===== config.mk =====
export PLATFORM = sky130hd
export DESIGN_NAME = mc_ctrl
export DESIGN_NICKNAME = d
export VERILOG_FILES = /design/src/rtl/mc_pkg.sv /design/src/rtl/mc_decode.sv /design/src/rtl/mc_ctrl.sv
export SDC_FILE = /design/constraint.sdc
export NUM_CORES = 1
export LEC_CHECK = 0
export ABC_AREA = 1
export BUFFER_PORTS_ARGS = -buffer_cell sky130_fd_sc_hd__buf_2
export CELL_PAD_IN_SITES_DETAIL_PLACEMENT = 0
export CELL_PAD_IN_SITES_GLOBAL_PLACEMENT = 1
export CORE_ASPECT_RATIO = 0.5
export CORE_MARGIN = 4
export CORE_UTILIZATION = 34
export DETAILED_ROUTE_END_ITERATION = 10
export HOLD_SLACK_MARGIN = 0.02
export PLACE_DENSITY = 0.75
export SETUP_SLACK_MARGIN = 0.5
export SKIP_CTS_REPAIR_TIMING = 1
export SYNTH_ARGS = -nofsm -noshare
export SYNTH_HDL_FRONTEND = slang
export SYNTH_SLANG_ARGS = --single-unit

===== constraint.sdc =====
create_clock -name clk -period 1.6 [get_ports clk]
set_input_delay 0.08 -clock clk [delete_from_list [all_inputs] [get_ports clk]]
set_output_delay 0.08 -clock clk [all_outputs]
set_load 0.02 [all_outputs]

===== src/rtl/mc_pkg.sv =====
// Shared encodings for the multi-cycle controller: FSM states, MIPS opcode/funct
// fields, datapath select codes and the decoded instruction class.
package mc_pkg;

  typedef enum logic [2:0] {
    S_FETCH  = 3'd0,
    S_DECODE = 3'd1,
    S_EXEC   = 3'd2,
    S_MEM    = 3'd3,
    S_WB     = 3'd4
  } state_t;

  localparam logic [5:0] OP_RTYPE = 6'b000000;
  localparam logic [5:0] OP_J     = 6'b000010;
  localparam logic [5:0] OP_JAL   = 6'b000011;
  localparam logic [5:0] OP_BEQ   = 6'b000100;
  localparam logic [5:0] OP_ORI   = 6'b001101;
  localparam logic [5:0] OP_LUI   = 6'b001111;
  localparam logic [5:0] OP_LW    = 6'b100011;
  localparam logic [5:0] OP_SW    = 6'b101011;

  localparam logic [5:0] FN_JR    = 6'b001000;
  localparam logic [5:0] FN_ADDU  = 6'b100001;
  localparam logic [5:0] FN_SUBU  = 6'b100011;

  localparam logic [1:0] NPC_SEQ    = 2'b00;
  localparam logic [1:0] NPC_BRANCH = 2'b01;
  localparam logic [1:0] NPC_JUMP   = 2'b10;
  localparam logic [1:0] NPC_REG    = 2'b11;

  localparam logic [1:0] WA_RT = 2'b00;
  localparam logic [1:0] WA_RD = 2'b01;
  localparam logic [1:0] WA_RA = 2'b10;

  localparam logic [1:0] WD_ALU = 2'b00;
  localparam logic [1:0] WD_DM  = 2'b01;
  localparam logic [1:0] WD_PC  = 2'b10;

  localparam logic [2:0] ALU_ADDU = 3'b000;
  localparam logic [2:0] ALU_SUBU = 3'b001;
  localparam logic [2:0] ALU_OR   = 3'b010;
  localparam logic [2:0] ALU_LUI  = 3'b011;

  typedef enum logic [3:0] {
    IC_ILLEGAL,
    IC_ADDU,
    IC_SUBU,
    IC_ORI,
    IC_LUI,
    IC_LW,
    IC_SW,
    IC_BEQ,
    IC_J,
    IC_JR,
    IC_JAL
  } iclass_t;

endpackage


===== src/rtl/mc_decode.sv =====
// Combinational opcode/funct to instruction-class decoder.
// jal is recognised only when MC_CTRL_JAL_EN is defined; otherwise it is illegal.
module mc_decode
  import mc_pkg::*;
(
  input  logic [5:0] opcode,
  input  logic [5:0] funct,
  output iclass_t    iclass
);

  always_comb begin
    iclass = IC_ILLEGAL;
    case (opcode)
      OP_RTYPE: begin
        case (funct)
          FN_ADDU: iclass = IC_ADDU;
          FN_SUBU: iclass = IC_SUBU;
          FN_JR:   iclass = IC_JR;
          default: iclass = IC_ILLEGAL;
        endcase
      end
      OP_J:   iclass = IC_J;
`ifdef MC_CTRL_JAL_EN
      OP_JAL: iclass = IC_JAL;
`else
      OP_JAL: iclass = IC_ILLEGAL;
`endif
      OP_BEQ: iclass = IC_BEQ;
      OP_ORI: iclass = IC_ORI;
      OP_LUI: iclass = IC_LUI;
      OP_LW:  iclass = IC_LW;
      OP_SW:  iclass = IC_SW;
      default: iclass = IC_ILLEGAL;
    endcase
  end

endmodule


===== src/rtl/mc_ctrl.sv =====
// Multi-cycle MIPS-subset controller: FETCH/DECODE/EXEC/MEM/WB FSM plus a
// retired-instruction counter. Optional jal support via MC_CTRL_JAL_EN.
module mc_ctrl
  import mc_pkg::*;
#(
  parameter int CNT_W = 32
) (
  input  logic             clk,
  input  logic             reset,
  input  logic [5:0]       opcode,
  input  logic [5:0]       funct,
  input  logic             zero,
  output logic             pc_we,
  output logic [1:0]       npc_sel,
  output logic             ir_we,
  output logic             rf_we,
  output logic [1:0]       rf_wa_sel,
  output logic [1:0]       rf_wd_sel,
  output logic [2:0]       alu_op,
  output logic             alu_src_b,
  output logic             ext_op,
  output logic             dm_we,
  output logic [2:0]       state,
  output logic             illegal,
  output logic [CNT_W-1:0] retired
);

  state_t  state_q;
  state_t  state_n;
  iclass_t iclass;
  logic    retire;

  mc_decode u_decode (
    .opcode (opcode),
    .funct  (funct),
    .iclass (iclass)
  );

  assign state = state_q;

  // NOTE: state registers use non-blocking assignments so every flop samples
  // pre-edge values regardless of process ordering.
  always_ff @(posedge clk) begin
    if (reset) begin
      state_q <= S_FETCH;
      retired <= '0;
    end else begin
      state_q <= state_n;
      if (retire) retired <= retired + CNT_W'(1);
    end
  end

  // NOTE: every output gets a default before the case so no path leaves a
  // variable unassigned, which would otherwise infer a latch.
  always_comb begin
    state_n = S_FETCH;
    pc_we   = 1'b0;
    npc_sel = NPC_SEQ;
    ir_we   = 1'b0;
    rf_we   = 1'b0;
    dm_we   = 1'b0;
    illegal = 1'b0;
    case (state_q)
      S_FETCH: begin
        ir_we   = 1'b1;
        pc_we   = 1'b1;
        state_n = S_DECODE;
      end
      S_DECODE: begin
        case (iclass)
          IC_J:       begin pc_we = 1'b1; npc_sel = NPC_JUMP; end
          IC_JR:      begin pc_we = 1'b1; npc_sel = NPC_REG;  end
          IC_JAL:     begin pc_we = 1'b1; npc_sel = NPC_JUMP; rf_we = 1'b1; end
          IC_ILLEGAL: illegal = 1'b1;
          default:    state_n = S_EXEC;
        endcase
      end
      S_EXEC: begin
        case (iclass)
          IC_BEQ: begin
            pc_we   = zero;
            npc_sel = NPC_BRANCH;
          end
          IC_LW, IC_SW: state_n = S_MEM;
          default:      state_n = S_WB;
        endcase
      end
      S_MEM: begin
        if (iclass == IC_LW) state_n = S_WB;
        else if (iclass == IC_SW) dm_we = 1'b1;
      end
      S_WB: rf_we = 1'b1;
      default: ;
    endcase
    // Reset overrides any decode so no stray write escapes while held.
    if (reset) begin
      pc_we   = 1'b0;
      ir_we   = 1'b0;
      rf_we   = 1'b0;
      dm_we   = 1'b0;
      illegal = 1'b0;
    end
  end

  assign retire = (state_q != S_FETCH) && (state_n == S_FETCH) && !illegal;

  // Datapath controls depend only on the instruction, so they stay stable
  // across EXEC, MEM and WB.
  always_comb begin
    alu_op    = ALU_ADDU;
    alu_src_b = 1'b0;
    ext_op    = 1'b0;
    rf_wa_sel = WA_RT;
    rf_wd_sel = WD_ALU;
    case (iclass)
      IC_ADDU: rf_wa_sel = WA_RD;
      IC_SUBU: begin alu_op = ALU_SUBU; rf_wa_sel = WA_RD; end
      IC_ORI:  begin alu_op = ALU_OR;   alu_src_b = 1'b1; end
      IC_LUI:  begin alu_op = ALU_LUI;  alu_src_b = 1'b1; end
      IC_LW:   begin alu_src_b = 1'b1;  ext_op = 1'b1; rf_wd_sel = WD_DM; end
      IC_SW:   begin alu_src_b = 1'b1;  ext_op = 1'b1; end
      IC_BEQ:  begin alu_op = ALU_SUBU; ext_op = 1'b1; end
      IC_JAL:  begin rf_wa_sel = WA_RA; rf_wd_sel = WD_PC; end
      default: ;
    endcase
  end

endmodule


# Word level (Yosys, flattened, before mapping)
# Index checks and enable logic that the tools add are counted.
op_classes:
  n_eq_ne: 23
  n_reduce_logical: 16
  muxes: 30
  n_addsub: 1
ops:
  columns: ["cell", "count"]
  rows:
  - ["32-bit by 1-bit adder with 32-bit output (second input constant)", 1]
  - ["4-bit one-hot mux with 7 select lines", 1]
  - ["6-bit equality test (second input constant)", 4]
  - ["6-bit by 4-bit equality test with 1-bit output (second input constant)", 3]
  - ["1-bit 2-to-1 mux", 17]
  - ["4-bit by 3-bit equality test with 1-bit output (second input constant)", 4]
  - ["2-bit one-hot mux with 2 select lines", 4]
  - ["4-bit equality test (second input constant)", 3]
  - ["3-bit one-hot mux with 4 select lines", 1]
  - ["4-bit one-hot mux with 3 select lines", 1]
  - ["4-bit by 2-bit equality test with 1-bit output (second input constant)", 2]
  - ["2-bit OR reduction", 4]
  - ["4-bit OR reduction", 2]
  - ["3-bit by 2-bit equality test with 1-bit output (second input constant)", 2]
  - ["6-bit by 2-bit equality test with 1-bit output (second input constant)", 1]
  - ["6-bit by 3-bit equality test with 1-bit output (second input constant)", 1]
  - ["3-bit logical NOT", 2]
  - ["6-bit logical NOT", 1]
  - ["2-bit one-hot mux with 3 select lines", 1]
  - ["3-bit one-hot mux with 2 select lines", 1]
  - ["3-bit OR reduction", 2]
  - ["4-bit by 1-bit equality test with 1-bit output (second input constant)", 1]
  - ["4-bit logical NOT", 1]
  - ["3-bit by 1-bit equality test with 1-bit output (second input constant)", 1]
  - ["other kinds (8)", 9]
totals:
  reg_bits: 35
  inputBits: 15

# Logic depth before layout (Yosys ltp)
depth:
  ltp_word: 10
  mapped_depth: 15
  ltp_nobuf: 14

# Hierarchy
# From an unflattened synthesis, not the netlist that was laid out.
unflattened:
  hier_cells: 474
  hier_area_um2: 2727.6
modules_own_cells:
  columns: ["mod", "n_inst", "seq_area_each_um2", "cells_per_inst", "area_each_um2"]
  rows:
  - ["mc_ctrl", 1, 700.7, 418, 2476.1]
  - ["mc_decode", 1, 0.0, 56, 251.5]

# Least setup slack after synthesis
# No wires, ideal clock.
synth_timing:
  path_type: "register to register"
  startpoint: "reg retired[0]"
  endpoint: "reg retired[24]"
  n_path_buf: 0
  stages_incl_launch_ff: 8
  t_arrival_ns: 1.660
  slack_ns: -0.130
  setup_time_ns: 0.071
  synth_period_minus_slack_ns: 1.730
  required_ns: 1.529
  cell_sequence: "dfxtp_1 ha_1 nand2_1 nor3_1 nand4_1 xnor2_1 nand3_1 a21oi_1"
synth_via:
  elab_chain_cells: 1
synth_rtl:
  columns: ["item", "line_no", "source"]
  rows:
  - ["start, declared", "mc_ctrl.sv:25", "output logic [CNT_W-1:0] retired"]
  - ["start signal, assigned", "mc_ctrl.sv:49", "if (retire) retired <= retired + CNT_W'(1);"]
  - ["32-bit by 1-bit adder with 32-bit output", "mc_ctrl.sv:49", null]
# No other way between the ends.
# A chain may end at the register's enable or synchronous reset.

# Worst setup path after layout
layout_timing:
  startpoint: "reg state_q[0] (netlist: state[0])"
  endpoint: "out pc_we"
layout_via:
  elab_chain_cells: 3
  word_cells_on_any_way: 5
  classes_between: "2 x eq/ne; 2 x mux; 1 x reduce/logical"
layout_rtl:
  columns: ["item", "line_no", "source"]
  rows:
  - ["start, declared", "mc_ctrl.sv:28", "state_t state_q;"]
  - ["start signal, assigned", "mc_ctrl.sv:48", "state_q <= state_n;"]
  - ["3-bit by 2-bit equality test with 1-bit output, or another cell as far along", "mc_ctrl.sv:63", "case (state_q)"]
  - ["1-bit one-hot mux with 3 select lines *", "mc_ctrl.sv:63", null]
  - ["1-bit 2-to-1 mux *", "mc_ctrl.sv:96", "if (reset) begin"]
  - ["end, declared", "mc_ctrl.sv:13", "output logic pc_we,"]
# Mark *: on every way between the ends. The rest lies on a longest branch, timed or not.

==> results.sh <==
export IMPL_start_kind="flip-flop"
export IMPL_setup_violations=0
export IMPL_first_pass_iters=5
export IMPL_grt_overflow=0
export IMPL_holdPathStages=3
export IMPL_final_cells=625
export IMPL_syn_inst=404
export IMPL_routedWlPerCell_microns=14.6
export IMPL_synth_area_leader_cell="dfxtp_1"
export IMPL_synth_main_ff_cell="dfxtp_1"
export IMPL_met3_usage=0.0367
export IMPL_grt_pass1_vias=2710
export IMPL_design_area_sq_mm=0.00432
export IMPL_drv_cap=0
export IMPL_syn_to_final_growth_pct=63.3
export IMPL_use_met2=0.264
export IMPL_grt_pass1_wl_microns=13400
export IMPL_hp_class="in2reg"
export IMPL_initial_core_util=0.356
export IMPL_die_area_sq_mm=0.00934
export IMPL_max_freq_ghz=0.625
export IMPL_p_leak_uw=0.00184
export IMPL_critPathMaxFanout=4
export IMPL_synthMuxAreaShare=0
export IMPL_cts_sinks=35
export IMPL_worstPathCellList="nor3_4 -> buf_4 -> nand4_1 -> nor2_2 -> o31ai_2 -> inv_1 -> buf_6"
export IMPL_yosys_top_cells_count="nand2_1, nor2_1, nand3_1"
export IMPL_place_hpwl_microns=6290
export IMPL_synthAdderAreaFrac=0.00473
export IMPL_rsz0062_at_grt="true"
export IMPL_synth_avg_cell_area_sq_um=6.54
export IMPL_postRouteAntennaNets=0
export IMPL_ir_worst_vdd_v=0.000396
export IMPL_die_h_microns=70.4
export IMPL_crit_path_end_kind="output port"
export IMPL_root_buffer="clkbuf_16"
export IMPL_path_class="reg2out"
export IMPL_cts_path_max_buffers=2
export IMPL_diodes=0
export IMPL_crit_path_max_incr_delay_ns=0.36
export IMPL_clock_latency_ns=0.28
export IMPL_die_w_microns=133
export IMPL_yosys_area_share_simple=0.436
export IMPL_slowest_stage="dfxtp_4"
export IMPL_synth_compound_area_frac=0.0885
export IMPL_maxSlewViolCount=0
export IMPL_grt_max_degree=39
export IMPL_dp_cells=600
export IMPL_final_util=0.581
export IMPL_synth_seq_cells=35
export IMPL_setup_slack_ns=0.000771
export IMPL_final_hold_violation_count=0
export IMPL_routed_wl_microns=9140
export IMPL_synth_top_area_share=0.265
export IMPL_required_ns=1.52
export IMPL_cts_buffers=5
export IMPL_post_place_ws_ns=-0.167
export IMPL_drc=0
export IMPL_reg2reg_depth=11
export IMPL_netlist_area_sq_mm=0.00264
export IMPL_grt_usage=0.174
export IMPL_power_density_mw_per_mm2=552
export IMPL_antenna_found_initial=0
export IMPL_use_met1=0.252
export IMPL_post_route_period_util=1.00
export IMPL_cts_tree="built"
export IMPL_synth_xor_area_share=0.0994
export IMPL_worstPathArrival_ns=1.52
export IMPL_gpl_final_weighted_congestion=0.895
export IMPL_synthTopCellsByArea="dfxtp_1, nand2_1, nand3_1"
export IMPL_coreArea_sq_mm=0.00743
export IMPL_cts_max_level=2
export IMPL_period_needed_ns=1.60
export IMPL_yosysSeqAreaShare=0.265
export IMPL_placed_area_sq_mm=0.00355
export IMPL_synth_top_family_by_area="simple AND/OR/NAND/NOR gates"
export IMPL_numPortBuffers=62
export IMPL_io_pins=66
export IMPL_vias=3108
export IMPL_row_count=22
export IMPL_synth_cell_types=29
export IMPL_skew_ns=0.00183
export IMPL_fin_nets=544
export IMPL_grt_busiest_layer="met2"
export IMPL_synth_warnings=0
export IMPL_synth_async_sr_flop_share=0
export IMPL_drt_iter0_drc=148
export IMPL_path_clk_slew_ns=0.05
export IMPL_status="finished clean"
export IMPL_drive_gt1_frac=0.522
export IMPL_synth_edf_count=0
export IMPL_viasPerCell=4.97
export IMPL_synth_most_common_cell="nand2_1"
[registers in the layout, summed over array words and instances (netlist names)]
| signal | cells |
|---|---|
| state | 3 |
| retired | 32 |
[placed cells by master (no fill, tap or decap), drive strengths merged]
cell type / netlist / layout
nor4: 4 / 4
a21oi: 34 / 34
nand3: 49 / 49
nor3: 13 / 13
a311oi: 1 / 1
clkinv: 0 / 1
ha: 1 / 1
clkbuf: 4 / 9
o22ai: 1 / 1
conb: 1 / 3
xnor2: 9 / 9
nor3b: 3 / 3
buf: 12 / 127
o31ai: 2 / 2
dfxtp: 35 / 35
xor2: 21 / 21
nand2: 99 / 101
nand4: 16 / 16
inv: 41 / 41
nor2: 58 / 58
[metrics by stage]
stage / hold WS (ns) / setup TNS (ns) / total power, uW
after floorplan: 0.376 / 0 / 1150
after global placement: 0.470 / -2.97 / 1230
after detailed placement: 0.469 / -3.71 / 1230
after CTS: 0.362 / -0.317 / 2210
after global routing: 0.398 / -1.94 / 2480
final: 0.375 / 0 / 2380
[worst paths after layout]
check	startpoint	end	slack, ns
worst max-delay path	state[0]	pc_we	0.0008
worst min-delay path	reset	state[0]	0.37
worst max register to register	state[1]	retired[18]	0.01
worst min register to register	retired[7]	retired[7]	0.49
[worst max-delay path, delay by kind of cell, from the launching register on]
family | cells | cell delay, ns
simple gates | 3 | 0.47
flops | 1 | 0.36
buf+inv | 3 | 0.32
compound gates | 1 | 0.08
[logic make-up after synthesis]
logic type                 Yosys count
adders and majority gates            1
DFF                                 35
xor gates and xnor gates            30
AOI/OAI and AO/OA                   38
buffers and inverters               57
and+or+nand+nor                    242
other                                1
[area by class of cell]
class / instances / area [sq um]
Fill cell: 693 / 3120
Multi-Input combinational cell: 316 / 2110
Timing Repair Buffer: 129 / 1000
Sequential cell: 35 / 776
Inverter: 41 / 159
Clock buffer: 7 / 143
Tap cell: 96 / 120
Clock inverter: 1 / 3.75
[per-layer routing]
metal | routed length (microns) | vias to the layer above
li1 | - | 1572
met1 | 4380 | 1439
met2 | 4050 | 89
met3 | 628 | 8
met4 | 78 | 0
met5 | 0 | -
[power by group]
part	internal, uW	switching, uW
sequential	860	17.7
clock	614	354
combinational	228	308
Note: power is estimated with default switching activity, not from simulation.
